**src/rtl/add_arbiter.sv**
```systemverilog
`default_nettype none
// ============================================================================
// Module      : add_arbiter
// Description : Two-requester round-robin arbiter in front of a registered
//               carry-lookahead add/subtract unit. The winner's operands are
//               captured at grant time and the result is presented one
//               cycle later with a valid pulse.
// Revision    : 1.0 - initial release
// ============================================================================
module add_arbiter #(
  parameter int WIDTH = 16
) (
  input  logic             clk,
  input  logic             rst_n,
  input  logic             req0,
  input  logic [WIDTH-1:0] a0,
  input  logic [WIDTH-1:0] b0,
  input  logic             sub0,
  input  logic             req1,
  input  logic [WIDTH-1:0] a1,
  input  logic [WIDTH-1:0] b1,
  input  logic             sub1,
  output logic             gnt0,
  output logic             gnt1,
  output logic             busy,
  output logic             valid,
  output logic             owner,
  output logic [WIDTH-1:0] sum,
  output logic             cout,
  output logic             ovf,
  output logic             zero
);

  localparam int GROUPS = WIDTH / 4;

  localparam logic [0:0] S_IDLE = 1'b0;
  localparam logic [0:0] S_EXEC = 1'b1;

  // --------------------------------------------------------------------------
  // Control state
  // --------------------------------------------------------------------------
  logic [0:0] state;
  logic [0:0] next_state;
  logic       any_req;
  logic       accept;
  logic       complete;
  logic       winner;
  logic       last_winner;

  // Captured operation of the current winner
  logic [WIDTH-1:0] cap_a;
  logic [WIDTH-1:0] cap_b;
  logic             cap_sub;
  logic             cap_owner;

  assign any_req = req0 | req1;

  // Round-robin pick: a lone requester wins, a tie goes to the one that did
  // not win the previous grant.
  always_comb begin
    winner = 1'b0;
    if (req0 && req1) begin
      winner = ~last_winner;
    end else if (req1) begin
      winner = 1'b1;
    end
  end

  // State register
  always_ff @(posedge clk or negedge rst_n) begin
    if (!rst_n) begin
      state <= S_IDLE;
    end else begin
      state <= next_state;
    end
  end

  // Next-state logic: requests are only looked at while idle
  always_comb begin
    next_state = state;
    case (state)
      S_IDLE:  if (any_req) next_state = S_EXEC;
      S_EXEC:  next_state = S_IDLE;
      default: next_state = S_IDLE;
    endcase
  end

  // State-decoded controls: accept a request, complete the operation
  always_comb begin
    busy     = 1'b0;
    accept   = 1'b0;
    complete = 1'b0;
    case (state)
      S_IDLE:  accept = any_req;
      S_EXEC: begin
        busy     = 1'b1;
        complete = 1'b1;
      end
      default: ;
    endcase
  end

  // Grant pulses, round-robin memory and operand capture at accept time
  always_ff @(posedge clk or negedge rst_n) begin
    if (!rst_n) begin
      gnt0        <= 1'b0;
      gnt1        <= 1'b0;
      last_winner <= 1'b1;
      cap_a       <= '0;
      cap_b       <= '0;
      cap_sub     <= 1'b0;
      cap_owner   <= 1'b0;
    end else begin
      gnt0 <= accept & ~winner;
      gnt1 <= accept & winner;
      if (accept) begin
        last_winner <= winner;
        cap_owner   <= winner;
        cap_a       <= winner ? a1 : a0;
        cap_b       <= winner ? b1 : b0;
        cap_sub     <= winner ? sub1 : sub0;
      end
    end
  end

  // --------------------------------------------------------------------------
  // Carry-lookahead adder on the captured operands.
  // Subtraction is a + ~b + 1.
  // --------------------------------------------------------------------------
  logic [WIDTH-1:0]  op_b;
  logic              cin;
  logic [GROUPS-1:0] grp_p;
  logic [GROUPS-1:0] grp_g;
  logic [GROUPS:0]   grp_c;
  logic [WIDTH-1:0]  sum_w;
  logic              c_msb;
  logic              la_acc;
  logic              la_pp;

  assign op_b = cap_sub ? ~cap_b : cap_b;
  assign cin  = cap_sub;

  genvar gi;
  generate
    for (gi = 0; gi < GROUPS; gi++) begin : g_group
      logic [3:0] p;
      logic [3:0] g;
      logic [3:0] c;

      assign p = cap_a[4*gi +: 4] ^ op_b[4*gi +: 4];
      assign g = cap_a[4*gi +: 4] & op_b[4*gi +: 4];

      // Group propagate/generate feed the inter-group lookahead
      assign grp_p[gi] = &p;
      assign grp_g[gi] = g[3]
                       | (p[3] & g[2])
                       | (p[3] & p[2] & g[1])
                       | (p[3] & p[2] & p[1] & g[0]);

      // Bit carries inside the group, all from the group carry-in
      assign c[0] = grp_c[gi];
      assign c[1] = g[0] | (p[0] & c[0]);
      assign c[2] = g[1] | (p[1] & g[0]) | (p[1] & p[0] & c[0]);
      assign c[3] = g[2] | (p[2] & g[1]) | (p[2] & p[1] & g[0])
                  | (p[2] & p[1] & p[0] & c[0]);

      assign sum_w[4*gi +: 4] = p ^ c;

      // Carry into the sign bit is needed for overflow detection
      if (gi == GROUPS - 1) begin : g_msb
        assign c_msb = c[3];
      end
    end
  endgenerate

  // Group carries: each one is a flat sum-of-products of lower group G/P
  // terms and cin, so no carry ripples from group to group.
  always_comb begin
    grp_c    = '0;
    la_acc   = 1'b0;
    la_pp    = 1'b1;
    grp_c[0] = cin;
    for (int k = 1; k <= GROUPS; k++) begin
      la_acc = 1'b0;
      la_pp  = 1'b1;
      for (int j = k - 1; j >= 0; j--) begin
        la_acc = la_acc | (la_pp & grp_g[j]);
        la_pp  = la_pp & grp_p[j];
      end
      grp_c[k] = la_acc | (la_pp & cin);
    end
  end

  // Result registers: written once per operation, held until the next one
  always_ff @(posedge clk or negedge rst_n) begin
    if (!rst_n) begin
      valid <= 1'b0;
      owner <= 1'b0;
      sum   <= '0;
      cout  <= 1'b0;
      ovf   <= 1'b0;
      zero  <= 1'b0;
    end else begin
      valid <= complete;
      if (complete) begin
        owner <= cap_owner;
        sum   <= sum_w;
        cout  <= grp_c[GROUPS];
        ovf   <= grp_c[GROUPS] ^ c_msb;
        zero  <= (sum_w == '0);
      end
    end
  end

endmodule
`default_nettype wire

```
**config.mk**
```make
export PLATFORM = sky130hd
export DESIGN_NAME = add_arbiter
export DESIGN_NICKNAME = d
export VERILOG_FILES = /design/src/rtl/add_arbiter.sv
export SDC_FILE = /design/constraint.sdc
export NUM_CORES = 1
export LEC_CHECK = 0
export ABC_AREA = 0
export ABC_CLOCK_PERIOD_IN_PS = 7640
export BUFFER_PORTS_ARGS = -buffer_cell sky130_fd_sc_hd__buf_2
export CAP_MARGIN = 30
export CORE_UTILIZATION = 50
export DETAILED_ROUTE_END_ITERATION = 10
export PLACE_DENSITY = 0.73
export SLEW_MARGIN = 20
export SYNTH_ARGS = -nofsm -noshare
export SYNTH_HDL_FRONTEND = slang
export SYNTH_SLANG_ARGS = --single-unit
```
**constraint.sdc**
```tcl
create_clock -name clk -period 7.64 [get_ports clk]
set_input_delay 1.146 -clock clk [delete_from_list [all_inputs] [get_ports clk]]
set_output_delay 1.146 -clock clk [all_outputs]
set_load 0.01 [all_outputs]
```
Word level (Yosys, flattened, before mapping)
Index checks and enable logic that the tools add are counted.
W data, S select, Z words.
{"block": "classes", "mul": 0, "n_reduce_logical": 6, "eq_ne": 0, "shifts": 0, "add_sub_neg": 0, "n_div": 0, "magnitude_cmp": 0, "n_bitwise": 138, "mux": 10}
{"op": "$and A1 B1 Y1", "n": 74}
{"op": "$mux W16", "n": 3}
{"op": "$or A1 B1 Y1", "n": 47}
{"op": "$xor A4 B4 Y4", "n": 8}
{"op": "$and A4 B4 Y4", "n": 4}
{"op": "$logic_not A16 Y1", "n": 1}
{"op": "$not A16 Y16", "n": 1}
{"op": "$reduce_and A4 Y1", "n": 4}
{"op": "$mux W1", "n": 6}
{"op": "$not A1 Y1", "n": 3}
{"op": "$pmux W1 S2", "n": 1}
{"op": "$logic_and A1 B1 Y1", "n": 1}
{"op": "$xor A1 B1 Y1", "n": 1}
{"block": "totals", "latch_bits": 0, "inputBits": 70, "mem_bits_rw": 0, "wordCells": 168, "mem_bits_ro": 0, "mem_count": 0, "regBits": 59}

Longest topological paths before layout
{"block": "depth", "word_depth": 15, "mapped_depth": 15, "mapped_depth_nobuf": 13}

Worst setup path before layout
OpenSTA, ideal clock, no wires.
{"block": "synth_path", "kind": "reg2reg", "startpoint": "reg cap_sub", "endpoint": "reg zero", "arrival_time_ns": 3.400, "period_less_slack_ns": 3.495, "setup_time_ns": 0.095, "path_stages_with_launch": 16, "required_time_ns": 7.545, "path_slack_ns": 4.145, "n_path_buf": 2, "path_cell_list": "dfrtp_1 buf_4 buf_2 xor2_1 ha_1 o21a_1 and4_4 a21oi_1 o21bai_1 a21o_1 fa_1 xnor2_1 nor3b_1 and4bb_2 nand4b_1 o31ai_1"}
{"block": "synth_via", "elab_chain_cells": 14}
{"element": "start: declaration", "line": "53", "rtl": "logic cap_sub;"}
{"element": "start signal: assignment", "line": "121", "rtl": "cap_sub <= winner ? sub1 : sub0;"}
{"element": "$mux W16", "line": "140", "rtl": "assign op_b = cap_sub ? ~cap_b : cap_b;"}
{"element": "$xor A4 B4 Y4 or $and A4 B4 Y4 (tied branches)", "line": "150, 151"}
{"element": "$and A1 B1 Y1 (on tied branches)", "line": "156, 157, 158"}
{"element": "$or A1 B1 Y1, or another cell as far along", "line": "156", "rtl": "| (p[3] & g[2])"}
{"element": "$or A1 B1 Y1 or $and A1 B1 Y1 (tied branches)", "line": "157, 158"}
{"element": "$or A1 B1 Y1", "line": "158", "rtl": "| (p[3] & p[2] & p[1] & g[0]);"}
{"element": "$and A1 B1 Y1", "line": "187", "rtl": "la_acc = la_acc | (la_pp & grp_g[j]);"}
{"element": "$or A1 B1 Y1 (2 in a row)", "line": "187"}
{"element": "$or A1 B1 Y1", "line": "190", "rtl": "grp_c[k] = la_acc | (la_pp & cin);"}
{"element": "$and A1 B1 Y1 (on tied branches)", "line": "162, 163, 165"}
{"element": "$or A1 B1 Y1 (on tied branches)", "line": "162, 163, 165"}
{"element": "$xor A4 B4 Y4", "line": "167", "rtl": "assign sum_w[4*gi +: 4] = p ^ c;"}
{"element": "$logic_not A16 Y1 (*)", "line": "210", "rtl": "zero <= (sum_w == '0);"}
{"element": "end signal: assignment", "line": "210"}
{"element": "end: declaration", "line": "31", "rtl": "output logic zero"}
Mark *: on every way between the ends. The rest lies on a longest branch, timed or not.
A chain may end at the register's enable or synchronous reset.

Worst setup path in the final report
Same ends and word-level chain as after synthesis.

==> impl_metrics.csv <==
group,metric,value,unit
status,run_status,"finished, final reports clean",
power,vdd_ir_drop_max,205.8,uV
min_path,worst_hold_path_ep,"cap_owner$_DFFE_PN0P_",
flow_run,max_cap_violations,0,
drt,routed_wirelength,7.087,mm
die,core_area,6096,um2
power,cellLeakagePower,2.090,nW
grt,global_route_usage_sum,0.2320,
power,power.sequential.fraction,0.313,
grt,grt-ovfl-total,0,
worst_setup_path,cp_data_required_time,7.89,ns
clock_network,numCtsBuffers,9,
synth,muxShareOfSynthArea,0.05104,
synth,post_synth_instance_area,3236,um2
synth,netlist.top_cell.by_area,"dfrtp_1",
timing,finalWorstPathRequiredPeriod,3.986,ns
synth,synth-main-ff-cell,"dfrtp_1",
synth,synth-edff-count,0,
grt,vias_in_the_first_global_route,2489,
power,power_switching,587.4,uW
worst_setup_path,crit_arrival,4.23,ns
clock_network,clk_root_buffer_cell,"clkbuf_8",
power,switching_power_share_of_the_total,0.3849,
placement,buffer_ports.inserted,93,
layout,areaGrowthSynthToFinish,23.36,%
grt,grt_max_degree,60,
synth,synth.lib_cells_used.distinct,46,
die,boundaryPins,94,
worst_setup_path,setup.worst_path.class,"flip-flop to flip-flop",
drt,antenna_violating_nets_post_route,0,
synth,synth_largest_type_area_fraction,0.4486,
timing,finalMaxSlewViolations,0,
timing,final.setup.worst_slack,3.654,ns
synth,synth_sequential_area_ratio,0.4567,
synth,synthesis.yosys.warnings,0,
synth,synthSimpleGateAreaFrac,0.06148,
timing,timing.setup.tns,0,ns
drt,initialDrtViolationCount,223,
synth,avgSynthCellArea,11.08,um2
timing,finClkSkew,0.008588,ns
power,comb_power_share,0.495,
placement,gp_congestion,0.8605,
clock_network,cts.reportedPaths.clkPinSlew,0.07,ns
layout,largest_registers,"cap_a: 16 flops, cap_b: 16 flops, sum: 16 flops",
clock_network,clkSinkCount,59,
die,die-width,82.45,um
clock_network,cts_repair_resize_count,0,
drt,via_per_inst,5.673,
layout,layout.cells.most_common,"buf_2",
synth,synth-seq-cells,59,
drt,vias,2638,
layout,nNetsFinal,474,
worst_setup_path,ff2ff_path_depth,13,
synth,yosys.area_share.adder,0.08043,
drt,drt-pass1-iter-count,8,
clock_network,tritoncts,"yes",
timing,worst_slew_pin_slew,0.9247,ns
min_path,worstHoldStart,"cap_owner$_DFFE_PN0P_",
synth,synth_top_family_by_area,"compound AO/OA/AOI/OAI gates",
synth,ys_async_sr_fraction,1.000,
power,total_power_divided_by_cell_area,382.4,nW/um2
timing,clock.fmax,0.2509,GHz
clock_network,clk_latency,0.34,ns
timing,rsz0062_at_grt,"false",
clock_network,cts_setup_buffers,0,
clock_network,cts.hold.buffers_added,0,
grt,number_of_antenna_violations_at_the_first_check_in_global_routing,0,
die,die_area,6797,um2
synth,synthCells,292,
min_path,hold_path_class,"flip-flop to flip-flop",
worst_setup_path,timing.critical_path.fanout_max,20,
power,final_power,1.526,mW
clock_network,h-tree-depth,3,
worst_setup_path,rr_endpoint,"zero$_DFFE_PN0P_",
synth,yosys.area_share.xor_xnor,0.08121,
synth,post_synth_main_area_contributors,"dfrtp_1, a222oi_1, ha_1, xor2_1, inv_1",
worst_setup_path,reg2reg_from,"cap_sub$_DFFE_PN0P_",
worst_setup_path,regToRegSetupSlack,3.65,ns
clock_network,clock_tree.buffer_depth,2,
drt,routed_wire_length_per_instance,15.24,um
worst_setup_path,critical_path.startpoint_type,"flip-flop",
layout,insertedDiodeCount,0,
synth,area_fraction_in_compound_gates_after_synthesis,0.2011,
die,floorplan.initialDensity,0.5308,
placement,hpwl,5.397,mm
layout,final_layout_size_suffix_gt1_frac,0.3513,
die,die_height,82.45,um
timing,max-slew-margin-rel,0.3835,
power,clock_share_of_power,0.192,
timing,finalSetupViolCount,0,
timing,finalHoldViolCount,0,
power,power_report.internal_total,938.8,uW
die,rows,28,
synth,mappedNetlistNets,381,
worst_setup_path,crit_path_end_kind,"flip-flop",
placement,placement.setup.worst_slack,3.664,ns
layout,most-common-layout-cells,"buf_2, dfrtp_1, inv_1",
timing,layout_worst_path_cycle_share,0.5217,
min_path,hold-path-cell-count,1,
grt,grt_first_pass_wirelength,11.61,mm
drt,drt_drc_violations_left,0,
power groups by stage:
stage	registers (mW)	logic, mW	clock network (mW)
6_report	0.478	0.755	0.293
5_1_grt	0.492	0.835	0.311
4_1_cts	0.480	0.756	0.297
3_5_place_dp	0.485	0.752	0
3_3_place_gp	0.481	0.727	0
2_1_floorplan	0.487	0.535	0
cells in the mapped netlist (2+ instances only):
master	number
buf_2	2
xor2_1	22
inv_1	41
o21a_1	2
nor2_1	11
xnor2_1	8
nor2b_1	2
a21oi_1	9
o31ai_1	2
nand3_1	4
dfrtp_1	58
a21o_1	6
nand2_1	7
fa_1	3
o21ai_0	4
o21bai_1	2
mux2i_1	3
mux2_2	12
a31oi_1	2
a222oi_1	33
clkbuf_1	12
nand4b_1	2
nor3_1	6
o21ai_2	2
ha_1	16
worst max-delay path, cell delays in order, from the launching register on:
cell and delay, ns:
dfrtp_1 0.95, xor2_1 0.16, ha_1 0.36, o21ai_0 0.35
o21ai_2 0.14, a21oi_1 0.24, o21bai_1 0.14, a21o_1 0.21
fa_1 0.42, xnor2_1 0.22, nor3b_1 0.19, and4bb_2 0.23
nand4b_1 0.09, o31ai_1 0.19
routing by layer:
layer,track usage,vias up,routed length [um]
met3,0.03846,12,360
li1,-,1267,-
met1,0.3088,1273,3224
met5,0,-,0
met4,0.1158,0,143
met2,0.3653,86,3359
worst max-delay path by stage:
stage	from	endpoint	slack, ns	cells past startpoint
6_report	cap_sub$_DFFE_PN0P_	zero$_DFFE_PN0P_	3.65	13
5_1_grt	cap_sub$_DFFE_PN0P_	zero$_DFFE_PN0P_	3.32	13
4_1_cts	cap_sub$_DFFE_PN0P_	zero$_DFFE_PN0P_	3.65	13
3_5_place_dp	cap_sub$_DFFE_PN0P_	zero$_DFFE_PN0P_	3.66	13
3_3_place_gp	cap_sub$_DFFE_PN0P_	zero$_DFFE_PN0P_	3.85	13
2_1_floorplan	cap_sub$_DFFE_PN0P_	zero$_DFFE_PN0P_	4.15	15
metrics by stage:
step                      area (um2)  hold slack, ns  cells    util
after global placement          3770          0.4565    448  0.6184
after detailed placement        3770          0.4677    448  0.6184
final                           3991          0.4748    465  0.6548
after CTS                       3976          0.4794    464  0.6523
after global routing            3991          0.5144    465  0.6548
after floorplan                 3236          0.4300    292       -
cells by family after synthesis:
| group | count (synthesis) |
|---|---|
| buffers and inverters | 57 |
| adders and majority gates | 19 |
| DFF | 59 |
| muxes | 15 |
| AOI/OAI and AO/OA | 74 |
| xor gates and xnor gates | 30 |
| and+or+nand+nor | 38 |
final cells by class:
cell class | count | area [um2]
multi-input cells | 176 | 1549
flip-flops and latches | 59 | 1478
clock buffers | 15 | 176.4
fillers | 520 | 2105
well taps | 75 | 93.84
repair buffers | 98 | 510.5
inverters | 41 | 153.9
clock inverters | 1 | 30.03
(Power assumes the default switching activity.)
